### config.mk
export PLATFORM = sky130hd
export DESIGN_NAME = dual_fetch_queue_flat
export DESIGN_NICKNAME = d
export VERILOG_FILES = /design/src/rtl/dual_fetch_queue_if.sv /design/src/rtl/dual_fetch_queue.sv /design/src/flat_wrapper.sv
export SDC_FILE = /design/constraint.sdc
export NUM_CORES = 1
export LEC_CHECK = 0
export CAP_MARGIN = 20
export CORE_ASPECT_RATIO = 1.25
export CORE_UTILIZATION = 51
export CTS_BUF_LIST = sky130_fd_sc_hd__clkbuf_4
export CTS_CLUSTER_SIZE = 8
export DETAILED_ROUTE_END_ITERATION = 12
export HOLD_SLACK_MARGIN = 0.06
export PLACE_DENSITY_LB_ADDON = 0.08
export SYNTH_ARGS = -nofsm -noshare
export SYNTH_HDL_FRONTEND = slang
export SYNTH_SLANG_ARGS = --single-unit
export TNS_END_PERCENT = 100
### constraint.sdc
create_clock -name clk -period 4.9 [get_ports clk]
set_input_delay 0.98 -clock clk [delete_from_list [all_inputs] [get_ports clk]]
set_output_delay 0.98 -clock clk [all_outputs]
set_load 0.05 [all_outputs]
### src/rtl/dual_fetch_queue_if.sv
// ---------------------------------------------------------------------------
// dual_fetch_queue_if
// Groups every handshake and bus signal of the dual fetch queue.
//   next-PC side : pcF1, pcF2 (slot A/B fetch PCs), flush (redirect), fetch_hold
//   imem request : imem_req_valid, imem_req_ready, imem_req_addr0/1
//   imem response: imem_rsp_valid, imem_rsp_data0/1 (in order, never stalled)
//   decode side  : out_valid, out_ready, out_pcA/out_instA, out_pcB/out_instB
//   status       : err_spurious (sticky)
// modport slave is used by the queue itself; modport master by its environment.
// ---------------------------------------------------------------------------
interface dual_fetch_queue_if;
   logic [31:0] pcF1;
   logic [31:0] pcF2;
   logic        flush;
   logic        fetch_hold;
   logic        imem_req_valid;
   logic        imem_req_ready;
   logic [31:0] imem_req_addr0;
   logic [31:0] imem_req_addr1;
   logic        imem_rsp_valid;
   logic [31:0] imem_rsp_data0;
   logic [31:0] imem_rsp_data1;
   logic        out_valid;
   logic        out_ready;
   logic [31:0] out_pcA;
   logic [31:0] out_instA;
   logic [31:0] out_pcB;
   logic [31:0] out_instB;
   logic        err_spurious;

   modport slave (
      input  pcF1, pcF2, flush, imem_req_ready, imem_rsp_valid,
             imem_rsp_data0, imem_rsp_data1, out_ready,
      output fetch_hold, imem_req_valid, imem_req_addr0, imem_req_addr1,
             out_valid, out_pcA, out_instA, out_pcB, out_instB, err_spurious
   );

   modport master (
      output pcF1, pcF2, flush, imem_req_ready, imem_rsp_valid,
             imem_rsp_data0, imem_rsp_data1, out_ready,
      input  fetch_hold, imem_req_valid, imem_req_addr0, imem_req_addr1,
             out_valid, out_pcA, out_instA, out_pcB, out_instB, err_spurious
   );
endinterface

### src/rtl/dual_fetch_queue.sv
// ---------------------------------------------------------------------------
// dual_fetch_queue
// Issues instruction-pair requests for the dual PC pair, tracks in-flight
// responses with a PC-tag queue, buffers returned pairs in a FIFO and presents
// the head to decode slots A/B.
// Ports:
//   clk   : clock
//   rst_n : asynchronous active-low reset
//   bus   : dual_fetch_queue_if.slave (next-PC, imem request/response,
//           decode output and sticky error signals)
// ---------------------------------------------------------------------------
module dual_fetch_queue #(
   parameter int unsigned DEPTH           = 4,
   parameter int unsigned MAX_OUTSTANDING = 2
) (
   input  logic              clk,
   input  logic              rst_n,
   dual_fetch_queue_if.slave bus
);
   localparam int unsigned PW = (DEPTH > 1) ? $clog2(DEPTH) : 1;
   localparam int unsigned TW = (MAX_OUTSTANDING > 1) ? $clog2(MAX_OUTSTANDING) : 1;
   localparam int unsigned CW = $clog2(DEPTH) + 1;
   localparam int unsigned OW = $clog2(MAX_OUTSTANDING) + 1;

   logic [31:0]   pca_q   [DEPTH];
   logic [31:0]   pcb_q   [DEPTH];
   logic [31:0]   insta_q [DEPTH];
   logic [31:0]   instb_q [DEPTH];
   logic [31:0]   tag_a_q [MAX_OUTSTANDING];
   logic [31:0]   tag_b_q [MAX_OUTSTANDING];

   logic [PW-1:0] wr_q, wr_d, rd_q, rd_d;
   logic [TW-1:0] twr_q, twr_d, trd_q, trd_d;
   logic [CW-1:0] cnt_q, cnt_d;
   logic [OW-1:0] out_q, out_d, drop_q, drop_d;
   logic          err_q, err_d;

   logic [31:0]   credit_s;
   logic          req_valid_s, fire_s, rsp_ok_s, drop_rsp_s, wr_s, pop_s;

   function automatic logic [PW-1:0] fifo_inc(input logic [PW-1:0] p);
      if (p == PW'(DEPTH - 1)) fifo_inc = {PW{1'b0}};
      else                     fifo_inc = p + PW'(1);
   endfunction

   function automatic logic [TW-1:0] tag_inc(input logic [TW-1:0] p);
      if (p == TW'(MAX_OUTSTANDING - 1)) tag_inc = {TW{1'b0}};
      else                               tag_inc = p + TW'(1);
   endfunction

   // Issue and response qualification for the current cycle.
   always_comb begin
      // Slots already promised: buffered pairs plus responses that will be kept.
      credit_s    = 32'(cnt_q) + 32'(out_q) - 32'(drop_q);
      req_valid_s = rst_n & ~bus.flush & (32'(out_q) < MAX_OUTSTANDING) & (credit_s < DEPTH);
      fire_s      = req_valid_s & bus.imem_req_ready;
      // A response with nothing outstanding is spurious and otherwise ignored.
      rsp_ok_s    = bus.imem_rsp_valid & (out_q != {OW{1'b0}});
      drop_rsp_s  = rsp_ok_s & (drop_q != {OW{1'b0}});
      pop_s       = (cnt_q != {CW{1'b0}}) & bus.out_ready & ~bus.flush;
      // Credit makes a full-FIFO write impossible unless a pop frees a slot.
      wr_s        = rsp_ok_s & ~drop_rsp_s & ~bus.flush & ((cnt_q != CW'(DEPTH)) | pop_s);
   end

   // Next-state for pointers, counters and the sticky error.
   always_comb begin
      wr_d   = wr_q;
      rd_d   = rd_q;
      twr_d  = twr_q;
      trd_d  = trd_q;
      cnt_d  = cnt_q;
      out_d  = out_q;
      drop_d = drop_q;
      if (bus.imem_rsp_valid && (out_q == {OW{1'b0}})) err_d = 1'b1;
      else                                             err_d = err_q;

      if (bus.flush) begin
         // Everything still in flight becomes a response to discard.
         wr_d   = {PW{1'b0}};
         rd_d   = {PW{1'b0}};
         twr_d  = {TW{1'b0}};
         trd_d  = {TW{1'b0}};
         cnt_d  = {CW{1'b0}};
         out_d  = out_q - OW'(rsp_ok_s);
         drop_d = out_q - OW'(rsp_ok_s);
      end else begin
         out_d = out_q + OW'(fire_s) - OW'(rsp_ok_s);
         if (drop_rsp_s) drop_d = drop_q - OW'(1);
         else            drop_d = drop_q;
         if (fire_s) twr_d = tag_inc(twr_q);
         else        twr_d = twr_q;
         if (rsp_ok_s && !drop_rsp_s) trd_d = tag_inc(trd_q);
         else                         trd_d = trd_q;
         if (wr_s) wr_d = fifo_inc(wr_q);
         else      wr_d = wr_q;
         if (pop_s) rd_d = fifo_inc(rd_q);
         else       rd_d = rd_q;
         case ({wr_s, pop_s})
            2'b10:   cnt_d = cnt_q + CW'(1);
            2'b01:   cnt_d = cnt_q - CW'(1);
            default: cnt_d = cnt_q;
         endcase
      end
   end

   // Control state registers with asynchronous reset.
   always_ff @(posedge clk or negedge rst_n) begin
      if (!rst_n) begin
         wr_q   <= {PW{1'b0}};
         rd_q   <= {PW{1'b0}};
         twr_q  <= {TW{1'b0}};
         trd_q  <= {TW{1'b0}};
         cnt_q  <= {CW{1'b0}};
         out_q  <= {OW{1'b0}};
         drop_q <= {OW{1'b0}};
         err_q  <= 1'b0;
      end else begin
         wr_q   <= wr_d;
         rd_q   <= rd_d;
         twr_q  <= twr_d;
         trd_q  <= trd_d;
         cnt_q  <= cnt_d;
         out_q  <= out_d;
         drop_q <= drop_d;
         err_q  <= err_d;
      end
   end

   // Tag and FIFO storage; validity is tracked by the counters, so no reset.
   always_ff @(posedge clk) begin
      if (fire_s) begin
         tag_a_q[twr_q] <= bus.pcF1;
         tag_b_q[twr_q] <= bus.pcF2;
      end
      if (wr_s) begin
         pca_q[wr_q]   <= tag_a_q[trd_q];
         pcb_q[wr_q]   <= tag_b_q[trd_q];
         insta_q[wr_q] <= bus.imem_rsp_data0;
         instb_q[wr_q] <= bus.imem_rsp_data1;
      end
   end

   assign bus.imem_req_valid = req_valid_s;
   assign bus.fetch_hold     = ~fire_s;
   assign bus.imem_req_addr0 = bus.pcF1;
   assign bus.imem_req_addr1 = bus.pcF2;
   assign bus.out_valid      = (cnt_q != {CW{1'b0}});
   assign bus.out_pcA        = pca_q[rd_q];
   assign bus.out_instA      = insta_q[rd_q];
   assign bus.out_pcB        = pcb_q[rd_q];
   assign bus.out_instB      = instb_q[rd_q];
   assign bus.err_spurious   = err_q;
endmodule
### src/flat_wrapper.sv
// flat-port wrapper written by rule: the top's interface ports become plain ports
module dual_fetch_queue_flat 
#(
   parameter int unsigned DEPTH           = 4,
   parameter int unsigned MAX_OUTSTANDING = 2
)
  (clk, rst_n, bus_pcF1, bus_pcF2, bus_flush, bus_imem_req_ready, bus_imem_rsp_valid, bus_imem_rsp_data0, bus_imem_rsp_data1, bus_out_ready, bus_fetch_hold, bus_imem_req_valid, bus_imem_req_addr0, bus_imem_req_addr1, bus_out_valid, bus_out_pcA, bus_out_instA, bus_out_pcB, bus_out_instB, bus_err_spurious);
  dual_fetch_queue_if bus_i ();
  input  logic clk;
  input  logic rst_n;
  input wire logic [$bits(bus_i.pcF1)-1:0] bus_pcF1;
  input wire logic [$bits(bus_i.pcF2)-1:0] bus_pcF2;
  input wire logic [$bits(bus_i.flush)-1:0] bus_flush;
  input wire logic [$bits(bus_i.imem_req_ready)-1:0] bus_imem_req_ready;
  input wire logic [$bits(bus_i.imem_rsp_valid)-1:0] bus_imem_rsp_valid;
  input wire logic [$bits(bus_i.imem_rsp_data0)-1:0] bus_imem_rsp_data0;
  input wire logic [$bits(bus_i.imem_rsp_data1)-1:0] bus_imem_rsp_data1;
  input wire logic [$bits(bus_i.out_ready)-1:0] bus_out_ready;
  output wire logic [$bits(bus_i.fetch_hold)-1:0] bus_fetch_hold;
  output wire logic [$bits(bus_i.imem_req_valid)-1:0] bus_imem_req_valid;
  output wire logic [$bits(bus_i.imem_req_addr0)-1:0] bus_imem_req_addr0;
  output wire logic [$bits(bus_i.imem_req_addr1)-1:0] bus_imem_req_addr1;
  output wire logic [$bits(bus_i.out_valid)-1:0] bus_out_valid;
  output wire logic [$bits(bus_i.out_pcA)-1:0] bus_out_pcA;
  output wire logic [$bits(bus_i.out_instA)-1:0] bus_out_instA;
  output wire logic [$bits(bus_i.out_pcB)-1:0] bus_out_pcB;
  output wire logic [$bits(bus_i.out_instB)-1:0] bus_out_instB;
  output wire logic [$bits(bus_i.err_spurious)-1:0] bus_err_spurious;
  assign bus_i.pcF1 = bus_pcF1;
  assign bus_i.pcF2 = bus_pcF2;
  assign bus_i.flush = bus_flush;
  assign bus_i.imem_req_ready = bus_imem_req_ready;
  assign bus_i.imem_rsp_valid = bus_imem_rsp_valid;
  assign bus_i.imem_rsp_data0 = bus_imem_rsp_data0;
  assign bus_i.imem_rsp_data1 = bus_imem_rsp_data1;
  assign bus_i.out_ready = bus_out_ready;
  assign bus_fetch_hold = bus_i.fetch_hold;
  assign bus_imem_req_valid = bus_i.imem_req_valid;
  assign bus_imem_req_addr0 = bus_i.imem_req_addr0;
  assign bus_imem_req_addr1 = bus_i.imem_req_addr1;
  assign bus_out_valid = bus_i.out_valid;
  assign bus_out_pcA = bus_i.out_pcA;
  assign bus_out_instA = bus_i.out_instA;
  assign bus_out_pcB = bus_i.out_pcB;
  assign bus_out_instB = bus_i.out_instB;
  assign bus_err_spurious = bus_i.err_spurious;
  dual_fetch_queue #(.DEPTH(DEPTH), .MAX_OUTSTANDING(MAX_OUTSTANDING)) u_core (.clk(clk), .rst_n(rst_n), .bus(bus_i));
endmodule
==> results.md, run 1 <==
- Clk sink count: roughly 650
- RSZ-0062 raised after global routing: no
- Commonest cells in the netlist: 640 x edfxtp_1, 128 x mux4_2, 67 x buf_4
- Tcrit/Tclk final: 0.9536
- Setup TNS Final: 0 ns
- Switching power: around 0.0036 W
- Setup CP Type: flip-flop to output pin
- Layout cell share with drive strength beyond 1: 0.2972
- Slew Limit Fails: 0
- EDFF count, synth: 640
- Final #Nets: between 1500 and 2000
- # port buffers: ~330
- Seq pwr share: 0.495
- Bufs and invs on worst path: 2
- Switching Fraction: 0.2771
- Post-synthesis register bit count: about 650
- Dominant cells by area after synthesis: edfxtp_1 78%, mux4_2 12%, mux2_2 2.9%
- Crit. End Element: output pin
- # IOs: 330
- Clock network power share: 0.310
- CTS clk-pin slew, worst paths: around 0.060 ns
- Initial DRC Count: about 500
- Register area share after synthesis: 0.7932
- Initial antenna violation count: 1
- Hold Crit Class: flip-flop to flip-flop
- Htree depth: 4
- Die H: 247.9 um
- Dpl hpwl: roughly 27000 um
- Syn Nets: ~1200
- Combinational power share: 0.195
- Largest net degree at the start of global routing: between 80 and 90
- Routed WL: ~47000 um
- Wire per inst: between 20 and 25 um
- Layout Skew: roughly 0.035 ns
- Ys async rst share: 0.02141
- Max VDD drop: 243.8 uV
- Setup bufs post-CTS: 0
- Final Setup Violations: 0
- CTS tree: built
- Most used cell along the critical path: ha_1
- Total power: 0.01316 W
- Root buffer cell: clkbuf_4
- Die Area: between 40000 and 50000 um^2
- Post-CTS Hold Fix Bufs: 0
- Final hold violations: 0
- Filler Cell Count: between 3000 and 4000
- Pwr Density: between 400 and 500 nW/um^2
- Synth area leader: edfxtp_1
- GRT overflow: 0
- Top-area cell type share of the netlist area: 0.7790
- Rel. slew slack: 0.2445
- Most used DFF post-synth: edfxtp_1
- Clock tree buffer depth: 3
- Total Routing Usage GR: 0.1975
- Gate Count Post-Synth: between 1000 and 1500
- Pre-CTS WS: 0.5959 ns
- Num CTS Buffers: between 150 and 200
- Critical Path Max Stage Delay: 0.48 ns
- Fmax: about 210 MHz
- CP startpoint kind: flip-flop
- Yosys warning total: 0
- Final min period: 4.672 ns
- Worst slew pin tran: 1.133 ns
- Slowest-stage cell, CP: dfrtp_2
- Worst-Skew Late Latency: roughly 0.86 ns
- Area grow syn2layout: 22.22%
- Final GP Congestion: 0.7074
- Die X: roughly 200 um
- CP cell instances: ha_1 > fa_1 > ha_1 > a211oi_1 > ha_1 > and4b_1 > and3_1 > inv_1 > clkdlybuf4s15_2
- Vias post-DR: approximately 12000
- # rows: 89
- Synth cell types: 43
- Drt first pass iters: 4
- Int Pwr: 0.009516 W
- Final WS setup: 0.2275 ns
- Number of remaining DRC errors: 0
- Vias in the first global route: between 10000 and 15000
- Kind of cell adding the most delay to the critical path: adder cells
- Vias/cell: 5.304
- P_leak: between 9 and 10 nW
- Antenna Nets Post-Route: 0
- First-pass GRT wire length: 71130 um
- Worst-path fanout max: 7
- Status: finished, final reports clean
- Mapped Avg Cell Area: around 24 um^2
- Max-cap viol count: 0
- Synthesized area: 24670 um^2
- Core area: between 40000 and 50000 um^2
- Req. time, crit path: 3.92 ns
- Initial Util: 0.5200
- Worst EP arrival: about 3.7 ns
- Most frequent cell after synthesis: edfxtp_1
==> cell type report <==
type	instances	area [um^2]	share of cell area
clock inverters	46	206.4	0.006847
multi-input cells	278	4312	0.1430
inverters	10	38.79	0.001286
flip-flops and latches	654	19580	0.6494
clock buffers	218	1637	0.05428
diodes	1	2.502	0.00008299
repair buffers	352	3578	0.1187
well taps	637	797.0	0.02643
==> sequential cells by signal, indices dropped and copies added (netlist names), 3 cells and up <==
signal and flops:
u_core.instb_q 128, u_core.insta_q 128, u_core.tag_b_q 64, u_core.pcb_q 128, u_core.pca_q 128, u_core.cnt_q 3, u_core.tag_a_q 64
==> cells by family (layout without fill, tap and decap cells) <==
| logic type | Yosys count | in the layout | share of synthesized area |
|---|---|---|---|
| DFF | 654 | 654 | 0.7932 |
| AOI/OAI and AO/OA | 21 | 21 | 0.006999 |
| xor gates and xnor gates | 7 | 7 | 0.002790 |
| buffers and inverters | 115 | 626 | 0.03271 |
| adders and majority gates | 14 | 14 | 0.007709 |
| and+or+nand+nor | 37 | 37 | 0.007659 |
| muxes | 199 | 199 | 0.1489 |
| other | 0 | 1 | 0 |
==> final timing paths <==
kind                                                          start                                  end  slack (ns)  cells past startpoint
min in group asynchronous                                     rst_n            u_core.out_q[0]$_DFF_PN0_        0.52                      2
worst max-delay path                    u_core.cnt_q[0]$_DFFE_PN0P_                       bus_fetch_hold        0.23                      9
worst min register to register  u_core.bus.err_spurious$_DFFE_PN0P_  u_core.bus.err_spurious$_DFFE_PN0P_        0.46                      1
worst min-delay path            u_core.bus.err_spurious$_DFFE_PN0P_  u_core.bus.err_spurious$_DFFE_PN0P_        0.46                      1
worst max register to register          u_core.cnt_q[0]$_DFFE_PN0P_      u_core.tag_a_q[1][21]$_DFFE_PP_        1.48                     10
max in group asynchronous                                     rst_n           u_core.rd_q[0]$_DFFE_PN0P_        4.18                      2
==> metal layers <==
| layer | wire length [um] | up-vias | GRT usage |
|---|---|---|---|
| li1 | - | 5186 | - |
| met1 | 18330 | 6044 | 0.2290 |
| met2 | 24530 | 355 | 0.3345 |
| met3 | 3028 | 62 | 0.05993 |
| met4 | 1155 | 0 | 0.09593 |
| met5 | 0 | - | 0 |
==> worst register-to-register path: stages (launching register included) <==
cell and delay [ns]:
dfrtp_2 0.48, ha_1 0.24, fa_1 0.46, ha_1 0.30
a211oi_1 0.21, ha_1 0.15, and4b_1 0.25, and3_1 0.21
inv_1 0.08, nor2_4 0.24, buf_4 0.42
==> layout by cell type (no fill, tap or decap), types with 2 or more instances in the layout <==
cell             instances
a211oi_1                 3
a21o_1                   2
a21oi_1                  6
and2_4                   4
and2b_1                  2
buf_12                   9
buf_4                   14
clkbuf_4               218
clkdlybuf4s50_1        327
clkinv_1                33
clkinv_2                 7
dfrtp_1                 10
dfrtp_4                  3
edfxtp_1               640
fa_1                     2
ha_1                    12
inv_1                    9
inv_2                    6
mux2_2                  64
mux2i_1                  7
mux4_2                 128
nand2_1                  3
nand2b_1                 3
nor2_1                  14
nor3_1                   2
xnor2_1                  5
==> metrics by stage <==
stage               area, um^2  hold WS, ns  utilization  cells
floorplan                24680       0.5382            -   1047
global placement         28310       0.4400       0.5967   1931
detailed placement       28310       0.4450       0.5967   1931
CTS                      30150       0.4282       0.6355   2195
global route             30150       0.4699       0.6356   2196
finish                   30150       0.4566       0.6356   2196
==> repair_timing <==
action | in CTS | in global routing
endpoints found under the hold margin | 0 | 0
setup endpoints to repair | 2 | 1
gates resized for setup | 4 | 1
==> power by group through the flow <==
stage,Clock [W],Combinational [W],Sequential (W)
floorplan,0,0.00190,0.00655
global placement,0,0.00259,0.00663
detailed placement,0,0.00261,0.00664
CTS,0.00423,0.00262,0.00652
global route,0.00449,0.00273,0.00653
finish,0.00408,0.00257,0.00652
(Power assumes the default switching activity.)
==> run 2, diff against run 1 <==
--- a/config.mk
+++ b/config.mk
@@ -5,14 +5,16 @@
 export SDC_FILE = /design/constraint.sdc
 export NUM_CORES = 1
 export LEC_CHECK = 0
+export ABC_AREA = 1
 export CAP_MARGIN = 20
 export CORE_ASPECT_RATIO = 1.25
-export CORE_UTILIZATION = 51
+export CORE_UTILIZATION = 52
 export CTS_BUF_LIST = sky130_fd_sc_hd__clkbuf_4
 export CTS_CLUSTER_SIZE = 8
 export DETAILED_ROUTE_END_ITERATION = 12
 export HOLD_SLACK_MARGIN = 0.06
 export PLACE_DENSITY_LB_ADDON = 0.08
+export SETUP_SLACK_MARGIN = 0.02
 export SYNTH_ARGS = -nofsm -noshare
 export SYNTH_HDL_FRONTEND = slang
 export SYNTH_SLANG_ARGS = --single-unit
==> results.md, run 2 <==
- Setup TNS Final: 0 ns (unchanged)
- Post-CTS Hold Fix Bufs: 0 (unchanged)
- Fmax: 213.4 MHz (-0.30%)
- Initial antenna violation count: 4 (+3)
- Clock tree buffer depth: 3 (unchanged)
- Dpl hpwl: 28910 um (+6.4%)
- Gate Count Post-Synth: 1773 (+69%)
- Hold Crit Class: primary input to asynchronous set/reset pin
- Die X: 198.5 um (-0.10%)
- Wire per inst: 19.26 um (-10%)
- Vias/cell: 5.343 (+0.74%)
- Layout Skew: 0.02835 ns (-0.007065 ns)
- Htree depth: 4 (unchanged)
- Register area share after synthesis: 0.7796 (-0.01360)
- Routed WL: 55020 um (+17%)
- Area grow syn2layout: 21.26%
- Antenna Nets Post-Route: 0 (unchanged)
- Critical Path Max Stage Delay: 0.84 ns (+0.36 ns)
- Crit. End Element: output pin
- CTS tree: built
- Commonest non-fill, non-tap cell in the layout: edfxtp_1
- Tcrit/Tclk final: 0.9564 (+0.002864)
- P_leak: 10.53 nW (+8.2%)
- Synthesized area: 25100 um^2 (+1.7%)
- Final GP Congestion: 0.7931 (+12%)
- Synth area leader: edfxtp_1
- Syn Nets: 1921 (+61%)
- GRT overflow: 0 (unchanged)
- Core area: 47440 um^2 (unchanged)
- Bufs and invs on worst path: 2 (unchanged)
- Initial Util: 0.5291 (+0.009073)
- Die H: 247.6 um (-0.10%)
- Max-cap viol count: 0 (unchanged)
- Post-synthesis register bit count: 654 (unchanged)
- Req. time, crit path: 3.92 ns (about the same)
- Total power: 0.01682 W (+28%)
- Most frequent cell after synthesis: edfxtp_1
- Vias post-DR: 15259 (+31%)
- # IOs: 330 (unchanged)
- Vias in the first global route: 15236 (+20%)
- Slew Limit Fails: 0 (unchanged)
- Commonest non-fill, non-tap cells in the layout: 640 x edfxtp_1, 327 x clkdlybuf4s50_1, 264 x nor2_1, 216 x nand2_1, 211 x clkbuf_4
- Die Area: 49160 um^2 (-0.21%)
- Worst-path fanout max: 258 (+251)
- Synth cell types: 34 (-21%)
- Rel. slew slack: 0.06308 (-0.1814)
- Final hold violations: 0 (unchanged)
- Max VDD drop: 338.7 uV (+39%)
- Yosys warning total: 0 (unchanged)
- Clk sink count: 654 (unchanged)
- CP startpoint kind: flip-flop
- Worst-Skew Late Latency: 0.83 ns (-0.03 ns)
- Slowest-stage cell, CP: clkdlybuf4s50_1
- Worst slew pin tran: 1.405 ns (+0.2722 ns)
- CTS clk-pin slew, worst paths: 0.07 ns (about the same)
- Number of remaining DRC errors: 0 (unchanged)
- Worst EP arrival: 3.71 ns (+0.02 ns)
- Layout cell share with drive strength beyond 1: 0.1251 (-0.1721)
- RSZ-0062 raised after global routing: no
- Mapped Avg Cell Area: 14.16 um^2 (-40%)
- Total Routing Usage GR: 0.2228 (+0.02536)
- Kind of cell adding the most delay to the critical path: buffers and inverters
- Drt first pass iters: 5 (+1)
- Root buffer cell: clkbuf_4
- Final #Nets: 2269 (+42%)
- Dominant cells by area after synthesis: edfxtp_1 77%, nor2_1 4.0%, o22ai_1 3.2%
- Commonest cells in the netlist: 640 x edfxtp_1, 270 x nor2_1, 216 x nand2_1
- Status: finished, final reports clean
- Most used DFF post-synth: edfxtp_1
- EDFF count, synth: 640 (unchanged)
- # port buffers: 329 (unchanged)
- Final min period: 4.686 ns (+0.01403 ns)
- # rows: 89 (unchanged)
- Setup CP Type: flip-flop to output pin
- Largest net degree at the start of global routing: 259 (+220%)
- Initial DRC Count: 716 (+43%)
- CP cell instances: buf_12 > o21ai_0 > o22ai_1 > clkdlybuf4s50_1
- Num CTS Buffers: 152 (-3.2%)
- First-pass GRT wire length: 81900 um (+15%)
- Top-area cell type share of the netlist area: 0.7657 (-0.01336)
- Pwr Density: 552.5 nW/um^2 (+27%)
- Ys async rst share: 0.02141 (unchanged)
- Final Setup Violations: 0 (unchanged)
[run 2: area by class of cell]
class	count	area (um^2)
Antenna cell	4	10.01
Clock buffer	211	1584
Clock inverter	37	219.0
Fill cell	3587	17000
Inverter	28	115.1
Multi-Input combinational cell	926	4432
Sequential cell	654	19580
Tap cell	637	797.0
Timing Repair Buffer	359	3702
[run 2: worst paths after layout]
check	from	to	slack [ns]	cells after the start
worst min register to register	u_core.bus.err_spurious$_DFFE_PN0P_	u_core.bus.err_spurious$_DFFE_PN0P_	0.49	1
worst max register to register	u_core.cnt_q[0]$_DFFE_PN0P_	u_core.tag_a_q[0][13]$_DFFE_PP_	1.46	13
worst max-delay path	u_core.rd_q[0]$_DFFE_PN0P_	bus_out_instB[24]	0.21	4
worst min-delay path	rst_n	u_core.bus.err_spurious$_DFFE_PN0P_	0.49	2
min in group clk	u_core.bus.err_spurious$_DFFE_PN0P_	u_core.bus.err_spurious$_DFFE_PN0P_	0.49	1
max in group asynchronous	rst_n	u_core.trd_q$_DFFE_PN0P_	4.20	2
[run 2: report_power, final]
group	internal (W)	leakage, nW	total [W]	switching, W
Sequential	0.00663	5.94	0.00674	0.000110
Clock	0.00213	1.08	0.00407	0.00194
Combinational	0.00174	3.50	0.00600	0.00426
Total	0.0105	10.5	0.0168	0.00631
[run 2: cell families (layout without fill, tap and decap cells)]
| logic type | Yosys count | after routing | synth area share |
|---|---|---|---|
| AOI/OAI and AO/OA | 399 | 399 | 0.08669 |
| DFF | 654 | 654 | 0.7796 |
| other | 0 | 4 | 0 |
| buffers and inverters | 193 | 635 | 0.04561 |
| adders and majority gates | 14 | 14 | 0.007577 |
| xor gates and xnor gates | 4 | 4 | 0.001695 |
| and+or+nand+nor | 509 | 509 | 0.07881 |
[run 2: metal layers]
| layer | vias up | part of all wire | global-route usage |
|---|---|---|---|
| met3 | 93 | 0.061 | 0.05571 |
| met5 | - | 0.00016 | 0 |
| li1 | 7234 | - | - |
| met4 | 2 | 0.026 | 0.1059 |
| met2 | 441 | 0.51 | 0.3881 |
| met1 | 7489 | 0.40 | 0.2577 |
[run 2: per-stage QoR]
step	std cells	util	hold slack, ns	worst slack, ns	cell area [um^2]
3_5_place_dp	2603	0.6033	0.4696	0.5912	28620
5_1_grt	2854	0.6415	0.4652	0.03898	30430
2_1_floorplan	1773	-	0.5223	-0.2808	25130
6_report	2856	0.6416	0.4878	0.2135	30440
3_3_place_gp	2603	0.6033	0.4620	0.6240	28620
4_1_cts	2852	0.6415	0.3718	0.02739	30430
[run 2: what timing repair did]
item / in CTS / in global routing
setup buffers: 1 / 0
setup endpoints to repair: 2 / 1
gates resized for setup: 5 / 1
cloned: 0 / 0
pin swaps: 1 / 0
